**src/rtl/abs_encoder_tracker.sv**
```systemverilog
// abs_encoder_tracker
// Samples a parallel Gray-coded absolute encoder, debounces it, decodes it to
// a binary position and keeps a signed count of full turns across wrap-around.
// Accepted moves larger than MAX_STEP are treated as implausible jumps and
// raise a sticky error instead of being counted as steps.
module abs_encoder_tracker #(
  parameter int WIDTH         = 8,
  parameter int STABLE_CYCLES = 16,
  parameter int MAX_STEP      = 2,
  parameter int TURN_W        = 16,
  parameter int REVERSE_BITS  = 1
) (
  input  logic              clk,
  input  logic              rst,
  input  logic [WIDTH-1:0]  enc_in,
  input  logic              clr_turns,
  input  logic              err_clr,
  output logic [WIDTH-1:0]  pos,
  output logic [TURN_W-1:0] turns,
  output logic              pos_valid,
  output logic              step_pulse,
  output logic              dir,
  output logic              jump_err
);

  localparam int CNT_W = (STABLE_CYCLES > 2) ? $clog2(STABLE_CYCLES) : 1;
  localparam logic [CNT_W-1:0] CNT_MAX    = CNT_W'(STABLE_CYCLES - 1);
  localparam logic [WIDTH:0]   MAX_STEP_W = (WIDTH+1)'(MAX_STEP);

  typedef enum logic {
    ST_INIT  = 1'b0,
    ST_TRACK = 1'b1
  } state_t;

  state_t state_reg, state_next;

  logic [WIDTH-1:0]  sync1_reg, sync2_reg;
  logic [WIDTH-1:0]  code;
  logic [WIDTH-1:0]  cand_reg;
  logic [CNT_W-1:0]  cnt_reg;
  logic [WIDTH-1:0]  stable_reg;
  logic [WIDTH-1:0]  new_pos;
  logic [WIDTH-1:0]  delta;
  logic [WIDTH-1:0]  mag;
  logic              delta_neg;
  logic              step_ok;
  logic              wrap_up;
  logic              wrap_down;
  logic              accept;
  logic              do_acquire;
  logic              do_step;
  logic              do_jump;

  logic [WIDTH-1:0]  pos_reg;
  logic [TURN_W-1:0] turns_reg;
  logic              pos_valid_reg;
  logic              step_pulse_reg;
  logic              dir_reg;
  logic              jump_err_reg;

  // Two-stage synchroniser for the asynchronous contact inputs
  always_ff @(posedge clk or posedge rst) begin
    if (rst) begin
      sync1_reg <= '0;
      sync2_reg <= '0;
    end else begin
      sync1_reg <= enc_in;
      sync2_reg <= sync1_reg;
    end
  end

  // Put the Gray MSB at the top regardless of harness wiring order
  generate
    if (REVERSE_BITS != 0) begin : g_rev
      for (genvar gi = 0; gi < WIDTH; gi++) begin : g_bit
        assign code[gi] = sync2_reg[WIDTH-1-gi];
      end
    end else begin : g_fwd
      assign code = sync2_reg;
    end
  endgenerate

  // Debounce: restart the hold count whenever the synced code moves
  always_ff @(posedge clk or posedge rst) begin
    if (rst) begin
      cand_reg <= '0;
      cnt_reg  <= '0;
    end else if (code != cand_reg) begin
      cand_reg <= code;
      cnt_reg  <= '0;
    end else if (cnt_reg != CNT_MAX) begin
      cnt_reg <= cnt_reg + CNT_W'(1);
    end
  end

  // A held candidate is accepted once, unless it is the first one after reset
  assign accept = (cnt_reg == CNT_MAX) &&
                  ((state_reg == ST_INIT) || (cand_reg != stable_reg));

  // Remember the last accepted code so a settled value is not re-accepted
  always_ff @(posedge clk or posedge rst) begin
    if (rst) begin
      stable_reg <= '0;
    end else if (accept) begin
      stable_reg <= cand_reg;
    end
  end

  // Gray to binary: each binary bit is the XOR of all Gray bits at or above it
  generate
    for (genvar gi = 0; gi < WIDTH; gi++) begin : g_dec
      assign new_pos[gi] = ^cand_reg[WIDTH-1:gi];
    end
  endgenerate

  // Signed modular distance from the current position to the candidate
  assign delta     = new_pos - pos_reg;
  assign delta_neg = delta[WIDTH-1];
  assign mag       = delta_neg ? (-delta) : delta;
  assign step_ok   = (mag != '0) && ({1'b0, mag} <= MAX_STEP_W);
  assign wrap_up   = !delta_neg && (new_pos < pos_reg);
  assign wrap_down = delta_neg && (new_pos > pos_reg);

  // FSM state register
  always_ff @(posedge clk or posedge rst) begin
    if (rst) begin
      state_reg <= ST_INIT;
    end else begin
      state_reg <= state_next;
    end
  end

  // FSM next state: leave INIT on the first accepted code, then stay tracking
  always_comb begin
    state_next = state_reg;
    case (state_reg)
      ST_INIT:  if (accept) state_next = ST_TRACK;
      ST_TRACK: state_next = ST_TRACK;
      default:  state_next = ST_INIT;
    endcase
  end

  // FSM outputs: classify each accept as acquisition, legal step or jump
  always_comb begin
    do_acquire = 1'b0;
    do_step    = 1'b0;
    do_jump    = 1'b0;
    case (state_reg)
      ST_INIT:  do_acquire = accept;
      ST_TRACK: begin
        do_step = accept && step_ok;
        do_jump = accept && !step_ok;
      end
      default: ;
    endcase
  end

  // Position, direction and step strobe follow the classified accept
  always_ff @(posedge clk or posedge rst) begin
    if (rst) begin
      pos_reg        <= '0;
      pos_valid_reg  <= 1'b0;
      step_pulse_reg <= 1'b0;
      dir_reg        <= 1'b0;
    end else begin
      step_pulse_reg <= do_step;
      if (do_acquire || do_step || do_jump) pos_reg <= new_pos;
      if (do_acquire) pos_valid_reg <= 1'b1;
      if (do_step) dir_reg <= !delta_neg;
    end
  end

  // Turn counter wraps freely; an explicit clear beats a same-cycle wrap
  always_ff @(posedge clk or posedge rst) begin
    if (rst) begin
      turns_reg <= '0;
    end else if (clr_turns) begin
      turns_reg <= '0;
    end else if (do_step && wrap_up) begin
      turns_reg <= turns_reg + TURN_W'(1);
    end else if (do_step && wrap_down) begin
      turns_reg <= turns_reg - TURN_W'(1);
    end
  end

  // Sticky jump flag; a new jump beats a same-cycle clear
  always_ff @(posedge clk or posedge rst) begin
    if (rst) begin
      jump_err_reg <= 1'b0;
    end else if (do_jump) begin
      jump_err_reg <= 1'b1;
    end else if (err_clr) begin
      jump_err_reg <= 1'b0;
    end
  end

  assign pos        = pos_reg;
  assign turns      = turns_reg;
  assign pos_valid  = pos_valid_reg;
  assign step_pulse = step_pulse_reg;
  assign dir        = dir_reg;
  assign jump_err   = jump_err_reg;

endmodule

```
**config.mk**
```make
export PLATFORM = sky130hd
export DESIGN_NAME = abs_encoder_tracker
export DESIGN_NICKNAME = d
export VERILOG_FILES = /design/src/rtl/abs_encoder_tracker.sv
export SDC_FILE = /design/constraint.sdc
export NUM_CORES = 1
export LEC_CHECK = 0
export CAP_MARGIN = 30
export CORE_MARGIN = 5
export CORE_UTILIZATION = 54
export CTS_BUF_LIST = sky130_fd_sc_hd__clkbuf_8
export DETAILED_ROUTE_END_ITERATION = 10
export GPL_TIMING_DRIVEN = 1
export PLACE_DENSITY_LB_ADDON = 0.15
export SLEW_MARGIN = 10
export SYNTH_ARGS = -nofsm -noshare
export SYNTH_HDL_FRONTEND = slang
export SYNTH_SLANG_ARGS = --single-unit
```
**constraint.sdc**
```tcl
create_clock -name clk -period 7.7 [get_ports clk]
set_input_delay 1.54 -clock clk [delete_from_list [all_inputs] [get_ports clk]]
set_output_delay 1.54 -clock clk [all_outputs]
set_load 0.05 [all_outputs]
```
# Word level (Yosys, flattened, before mapping)
# Cells that the tools add are included.
[word_totals] register_bits=65 ram_bits=0 input_bits=12 out_inout_bits=28 romBits=0 memories=0 elab_cells=62 latch_bits=0
[op_classes] bitwise_logic=1 add_sub_neg=5 shifts=0 order_cmp=3 div_mod_pow=0 eq_ne=4 muxes=13 multipliers=0 reduce_logical=24
[op_table] op="two-way mux 16 bit" count=3
[op_table] op="adder 16 x 1 -> 16 bit (second input constant)" count=1
[op_table] op="inequality test 8 bit" count=2
[op_table] op="subtractor 16 x 1 -> 16 bit (second input constant)" count=1
[op_table] op="> comparator 8 bit" count=1
[op_table] op="<= comparator 8 x 2 -> 1 bit (second input constant)" count=1
[op_table] op="logical AND 1 bit" count=8
[op_table] op="< comparator 8 bit" count=1
[op_table] op="two-way mux 4 bit" count=2
[op_table] op="two-way mux 8 bit" count=1
[op_table] op="negation 8 bit" count=1
[op_table] op="nonzero test 8 bit" count=1
[op_table] op="parity 8 bit" count=1
[op_table] op="subtractor 8 bit" count=1
[op_table] op="parity 7 bit" count=1
[op_table] op="two-way mux 1 bit" count=6
[op_table] op="parity 6 bit" count=1
[op_table] op="parity 5 bit" count=1
[op_table] op="adder 4 x 1 -> 4 bit (second input constant)" count=1
[op_table] op="== test 4 bit (second input constant)" count=1
[op_table] op="inequality test 4 bit (second input constant)" count=1
[op_table] op="nonzero test 2 bit" count=2
[op_table] op="parity 4 bit" count=1
[op_table] op="logical OR 1 bit" count=3
[op_table] op="6 further kinds" count=7

# Longest topological paths before layout
[depth] ltp_word=12 ltp_mapped=29 ltp_nobuf=28

# Worst setup path after synthesis
# OpenSTA, ideal clock, no wires.
[synth_path] kind="register to register" from="register cand_reg[7]" to="register turns_reg[15] (netlist: turns[15])" arrival_ns=7.310 setup_slack_ns=0.266 n_path_buf=1 t_required_ns=7.575 synth_period_minus_slack_ns=7.434 path_stages_with_launch=29 setup_time_ns=0.125 path_cell_list="dfrtp_1 xor2_1 xnor2_1 xor2_1 xor2_1 xor2_1 xor2_1 xor2_1 ha_1 inv_1 fa_1 inv_1 ha_1 nor2_1 and3_1 or4_4 or4_4 buf_6 nor2_2 nand2_1 ha_1 a21o_1 a21oi_1 a2bb2oi_1 o211ai_1 nor3_1 o311ai_0 a2111oi_2 mux2_2"
[synth_between] elab_chain_cells=11 elab_cells_between_ends=28 classes_between="add/sub: 2; order compare: 3; eq/ne: 1; mux: 4; reduce/logical: 18"
[synth_rtl] item="from (decl)" line="39" source="logic [WIDTH-1:0] cand_reg;"
[synth_rtl] item="from (signal assigned)" line="89" source="cand_reg <= code;"
[synth_rtl] item="parity 2 bit *" line="112" source="assign new_pos[gi] = ^cand_reg[WIDTH-1:gi];"
[synth_rtl] item="via new_pos[6]" line="42" source="logic [WIDTH-1:0] new_pos;"
[synth_rtl] item="subtractor 8 bit *" line="117" source="assign delta = new_pos - pos_reg;"
[synth_rtl] item="negation 8 bit" line="119" source="assign mag = delta_neg ? (-delta) : delta;"
[synth_rtl] item="two-way mux 8 bit *" line="119"
[synth_rtl] item="<= comparator 8 x 2 -> 1 bit / nonzero test 8 bit (equally long branches)" line="120" source="assign step_ok = (mag != '0) && ({1'b0, mag} <= MAX_STEP_W);"
[synth_rtl] item="logical AND 1 bit *" line="120"
[synth_rtl] item="logical AND 1 bit *" line="151" source="do_step = accept && step_ok;"
[synth_rtl] item="two-way mux 1 bit *" line="148" source="case (state_reg)"
[synth_rtl] item="via do_step" line="51" source="logic do_step;"
[synth_rtl] item="logical AND 1 bit" line="179" source="end else if (do_step && wrap_up) begin"
[synth_rtl] item="two-way mux 16 bit" line="179"
[synth_rtl] item="two-way mux 16 bit" line="177" source="end else if (clr_turns) begin"
[synth_rtl] item="to (signal assigned)" line="180" source="turns_reg <= turns_reg + TURN_W'(1);"
[synth_rtl] item="to (signal assigned)" line="182" source="turns_reg <= turns_reg - TURN_W'(1);"
[synth_rtl] item="to (decl)" line="55" source="logic [TURN_W-1:0] turns_reg;"
# The timed path passes the listed nets; every way through them passes the cells marked *.
# A chain may end at the register's enable or synchronous reset.

# Final worst setup path
[layout_path] from="register cand_reg[6]" to="register turns_reg[15] (netlist: turns[15])"
# Same word-level chain as after synthesis.

==> summary.txt <==
Yosys
  – Netlist cell types: 65
  – Largest area contributor in the netlist: dfrtp_1
  – Mapped cell area: 4140 um^2
  – Top cells by count, synth: 65 x dfrtp_1, 29 x nand2_1, 27 x a21oi_1, 26 x ha_1, 24 x nor2_1
  – Ys flop type: dfrtp_1
  – Async S/R FF share, synth: 100%
  – Most numerous cell in the Yosys netlist: dfrtp_1
  – Top post-synthesis cells by area: dfrtp_1 39%, ha_1 7.9%, xor2_1 4.2%
  – Post-Syn Instances: roughly 430
  – Mean area per synthesized cell: a little under 10 um^2
  – Syn. warnings: 0
  – Syn nets: 469
  – Number of synthesized flops with an enable pin: 0
  – Top cell type's share of synthesized area: approximately two fifths
  – Register bit total from synthesis: 65
  – Register area share after synthesis: a little under 40%

Pwr
  – Worst vdd ir: roughly 0.00014 V
  – P_leak: 2.20 nW
  – Power Dens Cells: about 190 nW/um^2

Timing
  – FMAX: 0.138 GHz
  – Setup_tns: 0 ns
  – Final setup viols: 0
  – Final Max Slew Viols: 0
  – Final hold slack: 0.353 ns
  – Final period utilization: 94.0%
  – Slew margin rel.: 43.3%
  – Worst Max-Slew Pin Slew: ~0.84 ns
  – Final Hold Fails: 0
  – Crit path time final: a little over 7 ns
  – Setup Skew: between 0.01 and 0.015 ns

Run status
  – Status: complete, no violations

Clock network
  – Hold buffer count at CTS: 0
  – Clock slew at reported path FFs: approximately 0.09 ns
  – Clk buf depth: 2
  – Worst-skew pair later-pin latency: between 0.3 and 0.4 ns
  – H-tree Lvls: 3
  – Root Buffer: clkbuf_8
  – CTS Buf Count: 9
  – Clock sinks: 65
  – CTS tree: done

Worst setup path
  – Startpoint Class: register
  – FF-to-FF End: turns[15]
  – CP required: slightly below 8 ns
  – Setup crit end kind: register
  – Reg2reg start: cand_reg[6]
  – Critical-path maximum fanout: 7
  – Slowest CP cell: or4_4
  – WS Path Type: register to register
  – Reg-to-reg setup timing slack: ~0.46 ns
  – Arr. time, crit path: 7.48 ns
  – Crit path top cell by count: xor2_1
  – CP bufs+invs: 4
  – Critical path's top delay family: simple AND/OR/NAND/NOR gates
  – R2R cell count: 29
  – Max incr delay on CP: roughly 0.55 ns

Detailed routing
  – Routed len/inst: about 16 um
  – DRC viols: 0
  – DRT Pass-1 Iters: 4
  – Initial drt markers: 130
  – Number of nets with antenna violations after routing: 0
  – Detailed-route via count: roughly 3200
  – Final WL: about 9000 um
  – Post-DR vias/cell: 5.58

Global routing
  – Vias in the first global route: slightly above 3000
  – Most used routing layer: met2
  – Largest net degree at the start of global routing: between 60 and 70
  – Initial antenna violation count: 0
  – GRT met2 Usage: 30.6%
  – GR Util All Layers: 19.4%
  – Remaining Overflow, GRT: 0
  – Global-route wire length before repair: approximately 15000 um
  – Grt met1 use: between 20 and 30%
  – Met3 Use GR: 3.45%

Placement
  – Area after DPL: around 4600 um^2
  – DP Cell Count: roughly 550
  – Final HPWL from detailed placement: between 6000 and 7000 um
  – PortBufs: 39
  – Routability cong.: ~0.91

Floorplanning
  – Initial Utilization: around 54%
  – Die ar.: about 9500 um^2
  – I/O pin total: 40
  – # rows: 32
  – Die width: ~98 um
  – Die height: 97.6 um
  – Core box area: 7610 um^2

Final layout
  – # fillers: around 600
  – P&R area growth vs syn: 20.0%
  – Fin cells: 581
  – Cell area after layout: ~5000 um^2
  – Layout Nets: 514
  – Max FFs per register: 16
  – Ant diodes: 0
  – Share of cells above drive strength 1: between 10% and 20%

Min path
  – Hold depth: 0
  – Worst Hold Path EP: sync2_reg[2]
  – Hold Crit Class: register to register
  – Hold Path Origin: sync1_reg[2]

Run
  – Max Cap Viol: 0
## worst max path at each step
stage | slack (ns) | endpoint | start | cells after the start
6_report | 0.46 | turns[15] | cand_reg[6] | 29
5_1_grt | -0.02 | turns[15] | cand_reg[7] | 29
4_1_cts | 0.04 | turns[15] | cand_reg[6] | 28
3_5_place_dp | -0.04 | turns[15] | cand_reg[6] | 28
3_3_place_gp | 0.37 | turns[15] | cand_reg[6] | 28
2_1_floorplan | 0.27 | turns[15] | cand_reg[7] | 28
## through the flow
step	power, mW	setup WS, ns	utilization [%]
finish	0.955	0.462	65.3
global route	1.01	-0.0155	65.3
CTS	0.944	0.0401	63.7
detailed placement	0.622	-0.0368	60.6
global placement	0.618	0.367	60.6
floorplan	0.569	0.266	-
## report_power, final
group          total [mW]  internal (mW)  switching (mW)
registers           0.353          0.347         0.00561
clock network       0.312          0.156           0.155
logic               0.291          0.119           0.171
## cells by family (layout without fill, tap and decap cells)
group           count (synthesis)  count (layout)  share of synthesized area (%)
compound gates                102             102                           17.0
xor+xnor                       39              39                           8.25
fa+ha+maj                      28              28                           8.82
buf+inv                        44              94                           4.23
flops                          65              65                           39.3
mux                            18              18                           4.81
simple gates                  133             133                           17.6
## worst reg2reg max path, delay by kind of cell, from the launching register on
family / cells / cell delay, ns
AOI/OAI and AO/OA: 4 / 0.94
muxes: 1 / 0.37
xor gates and xnor gates: 7 / 1.70
DFF: 1 / 0.45
and+or+nand+nor: 9 / 1.78
buffers and inverters: 4 / 0.51
adders and majority gates: 4 / 1.41
## routing by layer
layer	wire (um)	part of all wire, %
met3	410	4.4
met5	0	0
met2	4250	46
met1	4480	49
met4	98	1.1
## layout by cell type, fill, tap and decap left out, types with 2 or more instances in the layout
cell type and n:
a21o_1 10, a21oi_1 26, a31o_2 2, a31oi_1 6
and2_1 3, and3_1 3, buf_2 3, buf_4 12
clkbuf_8 9, clkdlybuf4s50_1 39, clkinvlp_4 2, dfrtp_1 64
fa_1 2, ha_1 24, inv_1 21, inv_6 2
inv_8 2, mux2_2 15, mux2i_1 3, nand2_1 28
nand3_1 11, nand3b_1 2, nand4_1 12, nor2_1 24
nor2b_1 9, nor3_1 12, nor3b_1 2, nor4_1 3
o2111ai_1 2, o211ai_1 6, o21ai_0 14, o21ai_1 2
o21bai_1 4, o31ai_1 11, or2_2 3, or3_1 5
or4_4 2, xnor2_1 18, xor2_1 19
## layout make-up
type / instances / area [um^2] / share of cell area [%]
multi-input combinational: 320 / 2390 / 48.1
sequential: 65 / 1630 / 32.8
timing repair buffer: 56 / 531 / 10.7
tap: 102 / 128 / 2.57
clock buffer: 9 / 124 / 2.49
clock inverter: 7 / 85.1 / 1.71
inverter: 22 / 82.6 / 1.66
## what timing repair did
| action | 4_1_cts | 5_1_grt |
|---|---|---|
| endpoints found under the setup margin | 1 | 5 |
| gates resized for setup | 0 | 15 |
| pin swaps | 3 | 12 |
| setup buffers | 3 | 6 |
No activity file was read; power rests on OpenSTA's default activity.
